### src/rtl/newton_step_multiply.sv
// Newton-Raphson refinement multiply y1 = y0 * (1.5 - x/2*y0^2): 3-stage pipelined fp32 multiplier.
// Define NEWTON_MUL_ROUND_NEAREST_EN for round-to-nearest-even in stage 3 (default: truncation).
module newton_step_multiply #(
  parameter int STAGES   = 3,
  parameter int EXP_BIAS = 127
) (
  input  logic        clk,
  input  logic        rst,
  input  logic        ce,
  input  logic        in_valid,
  output logic        in_ready,
  input  logic [31:0] NumA,
  input  logic [31:0] Init,
  output logic        out_valid,
  input  logic        out_ready,
  output logic [31:0] NumOut,
  output logic [1:0]  flags
);

  if (STAGES != 3) begin : g_bad_stages
    $error("newton_step_multiply: STAGES must be 3");
  end

  logic adv;

  logic        v1, s1_sign, s1_zero;
  logic [9:0]  s1_esum;
  logic [23:0] s1_ma, s1_mb;

  logic        v2, s2_sign, s2_zero;
  logic [9:0]  s2_esum;
  logic [47:0] s2_p;

  logic [9:0] esum_in;
  logic       zero_in;

  // Bubbles move with the pipe; only a full stage 3 with a stalled consumer blocks it.
  assign adv      = ce & (~out_valid | out_ready);
  assign in_ready = adv;

  assign esum_in = {2'b00, NumA[30:23]} + {2'b00, Init[30:23]} - 10'(EXP_BIAS);
  assign zero_in = (NumA[30:23] == 8'd0) | (Init[30:23] == 8'd0);

  always_ff @(posedge clk or negedge rst) begin
    if (!rst) begin
      v1      <= 1'b0;
      s1_sign <= 1'b0;
      s1_zero <= 1'b0;
      s1_esum <= '0;
      s1_ma   <= '0;
      s1_mb   <= '0;
    end else if (adv) begin
      v1      <= in_valid & in_ready;
      s1_sign <= NumA[31] ^ Init[31];
      s1_zero <= zero_in;
      s1_esum <= esum_in;
      s1_ma   <= {1'b1, NumA[22:0]};
      s1_mb   <= {1'b1, Init[22:0]};
    end
  end

  always_ff @(posedge clk or negedge rst) begin
    if (!rst) begin
      v2      <= 1'b0;
      s2_sign <= 1'b0;
      s2_zero <= 1'b0;
      s2_esum <= '0;
      s2_p    <= '0;
    end else if (adv) begin
      v2      <= v1;
      s2_sign <= s1_sign;
      s2_zero <= s1_zero;
      s2_esum <= s1_esum;
      s2_p    <= s1_ma * s1_mb;
    end
  end

  logic               norm_hi;
  logic [23:0]        m24;
  logic signed [10:0] exp_n;
  logic signed [10:0] exp_f;
  logic [22:0]        frac;
  logic [31:0]        res_num;
  logic [1:0]         res_flags;

  assign norm_hi = s2_p[47];
  assign m24     = norm_hi ? s2_p[47:24] : s2_p[46:23];
  assign exp_n   = {s2_esum[9], s2_esum} + {10'd0, norm_hi};

`ifdef NEWTON_MUL_ROUND_NEAREST_EN
  logic        guard, sticky, round_up;
  logic [24:0] m25;

  assign guard    = norm_hi ? s2_p[23] : s2_p[22];
  assign sticky   = norm_hi ? (|s2_p[22:0]) : (|s2_p[21:0]);
  assign round_up = guard & (sticky | m24[0]);
  assign m25      = {1'b0, m24} + {24'd0, round_up};
  // A carry out of rounding leaves 1.000..0, so the fraction is the shifted-down sum.
  assign frac     = m25[24] ? m25[23:1] : m25[22:0];
  assign exp_f    = exp_n + {10'd0, m25[24]};
`else
  logic unused_trunc_bits;

  assign unused_trunc_bits = ^{m24[23], s2_p[22:0]};
  assign frac  = m24[22:0];
  assign exp_f = exp_n;
`endif

  always_comb begin
    res_num   = {s2_sign, exp_f[7:0], frac};
    res_flags = 2'b00;
    if (s2_zero) begin
      res_num   = {s2_sign, 31'b0};
      res_flags = 2'b00;
    end else if (exp_f <= 11'sd0) begin
      res_num   = {s2_sign, 31'b0};
      res_flags = 2'b01;
    end else if (exp_f >= 11'sd255) begin
      res_num   = {s2_sign, 8'hFE, 23'h7FFFFF};
      res_flags = 2'b10;
    end
  end

  always_ff @(posedge clk or negedge rst) begin
    if (!rst) begin
      out_valid <= 1'b0;
      NumOut    <= '0;
      flags     <= '0;
    end else if (adv) begin
      out_valid <= v2;
      NumOut    <= res_num;
      flags     <= res_flags;
    end
  end

endmodule

### config.mk
export PLATFORM = sky130hd
export DESIGN_NAME = newton_step_multiply
export DESIGN_NICKNAME = d
export VERILOG_FILES = /design/src/rtl/newton_step_multiply.sv
export SDC_FILE = /design/constraint.sdc
export NUM_CORES = 2
export LEC_CHECK = 0
export BUFFER_PORTS_ARGS = -buffer_cell sky130_fd_sc_hd__buf_4
export CAP_MARGIN = 20
export CORE_ASPECT_RATIO = 1.4
export CORE_MARGIN = 1
export CORE_UTILIZATION = 50
export DETAILED_ROUTE_END_ITERATION = 12
export GPL_ROUTABILITY_DRIVEN = 0
export PLACE_DENSITY = 0.75
export SYNTH_ARGS = -nofsm -noshare
export SYNTH_HDL_FRONTEND = slang
export SYNTH_SLANG_ARGS = --single-unit
### constraint.sdc
create_clock -name clk -period 9.4 [get_ports clk]
set_clock_uncertainty 0.05 [all_clocks]
set_input_delay 0.47 -clock clk [delete_from_list [all_inputs] [get_ports clk]]
set_output_delay 0.47 -clock clk [all_outputs]
set_load 0.01 [all_outputs]
==> flow_summary.yaml <==
worst_setup_path:
  cpMostUsedCell: "fa_1"
  startpoint: "s1_ma[14]"
  path_max_fanout: 25
  slowest_stage: "dfrtp_1"
  start_kind: "register"
  r2r-start: "s1_ma[14]"
  worst_path_largest_cell_delay_ns: 1.09
  arrival_ns: 7.89
  cp-end-kind: "register"
  worstSetupPathType: "register to register"
  worst-r2r-setup-slack_ns: 1.76
  path_cells: "nand2_1, fa_1, inv_1, fa_1, inv_1, fa_1, fa_1, inv_1, fa_1, fa_1, inv_1, fa_1, inv_1, ha_1, a211oi_1, o211ai_1, a41oi_1, o21ai_1, o211ai_2, nand4_1, a41oi_1, xor2_1, o21ai_1"
  worstPathRequired_ns: 9.66
global_route:
  use_met1_pct: 29.8
  grt_use_total_pct: 26.4
  grt-ovfl-total: 0
  top_usage_layer: "met2"
  antenna_found_initial: 0
  grt_use_met3_pct: 4.33
  grt_pass1_wl_mm: 104
  gr-usage-met2_pct: 48.1
  grt_max_degree: 78
  grt_pass1_vias: 20700
floorplan:
  placementRows: 95
  coreArea_mm2: 0.0481
  io_pins: 105
  dieArea_mm2: 0.0499
  die_h_um: 264
  die_w_um: 189
  start_util_pct: 50.9
place:
  dp_hpwl_mm: 48.1
  port_buffers: 104
  dpl.cell_count: 3351
  postPlaceCellArea_mm2: 0.0256
cells_and_area:
  finalNetCount: 3482
  most-common-layout-cells: "nand2_1, inv_1, fa_1, and2_1, ha_1"
  instances_no_fill: 3387
  n_antenna_cell: 0
  multiInputGateArea_mm2: 0.0185
  synthToLayoutAreaGrowth_pct: 7.30
  fill_cells: 4209
  drive_above_1_share_pct: 6.06
  final_common_cell: "nand2_1"
  layout.area.seq_mm2: 0.00333
  fin_area_mm2: 0.0263
synth:
  yosysWarnings: 0
  postSynthAreaPerCell_um2: 8.90
  yosys_most_used_dff: "dfrtp_1"
  synth_nets: 3493
  seq_area_frac_synth_pct: 13.6
  synth_cell_types: 57
  syn-cell-area_mm2: 0.0245
  async_flop_share_pct: 100
  synth_edf_count: 0
  synth-seq-cells: 133
  synthCells: 2755
sta:
  period_share_pct: 81.2
  drv_slew: 0
  finalCriticalPeriod_ns: 7.64
  fmax_mhz: 131
  hold_slack_ns: 0.148
  setup_viol: 0
  max-slew-margin-rel_pct: 22.1
  worstMarginPinSlew_ns: 1.17
  hold_violations: 0
  rsz0062_at_grt: "no"
  finalSetupTns_ns: 0
cts:
  postCtsSetupBuffers: 0
  h-tree-depth: 4
  ctsResizeCount: 0
  clock_latency_ns: 0.46
  cts.clk_slew.worst_paths_ns: 0.07
  cts_buffer_depth: 2
  cts_buffers: 17
  clockRootBuffer: "clkbuf_16"
  cts_tree: "yes"
  cts_sinks: 133
drt:
  drt_wl_total_mm: 61.5
  vias_per_cell: 5.45
  drtIter0Drc: 1160
  first_pass_iters: 12
  ant_nets: 0
  wl_per_cell_um: 18.2
  num_vias: 18400
  route.detailed.drc: 1
min_path:
  holdCritPathClass: "input pin to register"
  min_from: "Init[2]"
outcome:
  violations: "design-rule violations"
  status: "finished, violations left"
flow_run:
  maxCapViolCount: 0
## critical path: cells and delay by family, from the launching register on
family / cells / cell delay, ns
buf+inv: 5 / 0.26
fa+ha+maj: 8 / 3.93
xor+xnor: 1 / 0.17
flops: 1 / 1.09
compound gates: 7 / 1.54
simple gates: 2 / 0.42
## timing repair
action | 4_1_cts | 5_1_grt
setup endpoints to repair | 0 | 0
hold buffers | 1 | 0
hold endpoints to repair | 56 | 0
## routing by layer
layer / up-vias / share of wire (%)
met5: - / 0
met4: 0 / 4.7
met3: 204 / 5.9
met2: 728 / 54
met1: 9327 / 36
li1: 8189 / -
## synthesized netlist by cell type (all sizes together) (2+ instances only)
cell type / instances / area (µm²)
a2111oi: 2 / 17.5
a211oi: 4 / 30.0
a21boi: 2 / 15.0
a21o: 38 / 285
a21oi: 49 / 253
a22o: 27 / 236
a31oi: 8 / 65.1
a41oi: 2 / 17.5
and2: 276 / 1730
and3: 6 / 37.5
and4: 3 / 26.3
buf: 12 / 67.6
clkbuf: 140 / 526
dfrtp: 133 / 3330
fa: 482 / 9650
ha: 187 / 2340
inv: 556 / 2090
mux2i: 24 / 240
nand2: 585 / 2200
nand2b: 4 / 25.0
nand3: 18 / 90.1
nand4: 16 / 106
nand4b: 2 / 17.5
nor2: 34 / 133
nor2b: 5 / 31.3
nor3: 8 / 40.0
nor4: 7 / 43.8
o2111ai: 2 / 17.5
o211ai: 6 / 50.1
o21a: 3 / 22.5
o21ai: 56 / 280
o21bai: 7 / 52.6
o31ai: 5 / 42.5
xnor2: 19 / 166
xor2: 17 / 149
## cell type report
type	count	share of cell area (%)
clock buffers	17	1.62
clock inverters	15	0.600
inverters	556	7.94
multi-input cells	1914	70.4
flip-flops and latches	133	12.7
well taps	630	3.00
repair buffers	122	3.76
## path summary, 6_finish.rpt
| check | to | cells past startpoint |
|---|---|---|
| max in group asynchronous | s1_mb[3] | 3 |
| min in group asynchronous | s2_p[47] | 2 |
| max | s2_p[46] | 23 |
| min reg2reg | s2_esum[8] | 2 |
| max reg2reg | s2_p[46] | 23 |
| min | s1_mb[2] | 3 |
## cells by family after synthesis
family | count (synthesis) | synth area share, %
AND/OR/NAND/NOR | 966 | 18.3
buffers and inverters | 708 | 10.9
adder cells (fa/ha/maj) | 669 | 48.9
AO/OA/AOI/OAI | 218 | 5.91
flip-flops | 133 | 13.6
XOR/XNOR | 36 | 1.29
multiplexers | 25 | 1.03
## flip-flops by register name (all words and copies together), names as in the netlist, 2 cells and up
name,flops
flags,2
s1_esum,10
s2_esum,10
s1_mb,23
s1_ma,24
s2_p,25
NumOut,32
## through the flow
stage | util, % | worst slack [ns]
2_1_floorplan | - | 2.83
6_report | 54.6 | 1.76
3_5_place_dp | 53.2 | 1.88
5_1_grt | 54.6 | 1.45
4_1_cts | 54.5 | 1.83
3_3_place_gp | 53.2 | 2.05
Power is not shown: default switching activity piles up to over one toggle a cycle in this logic, so the estimate is an artifact.
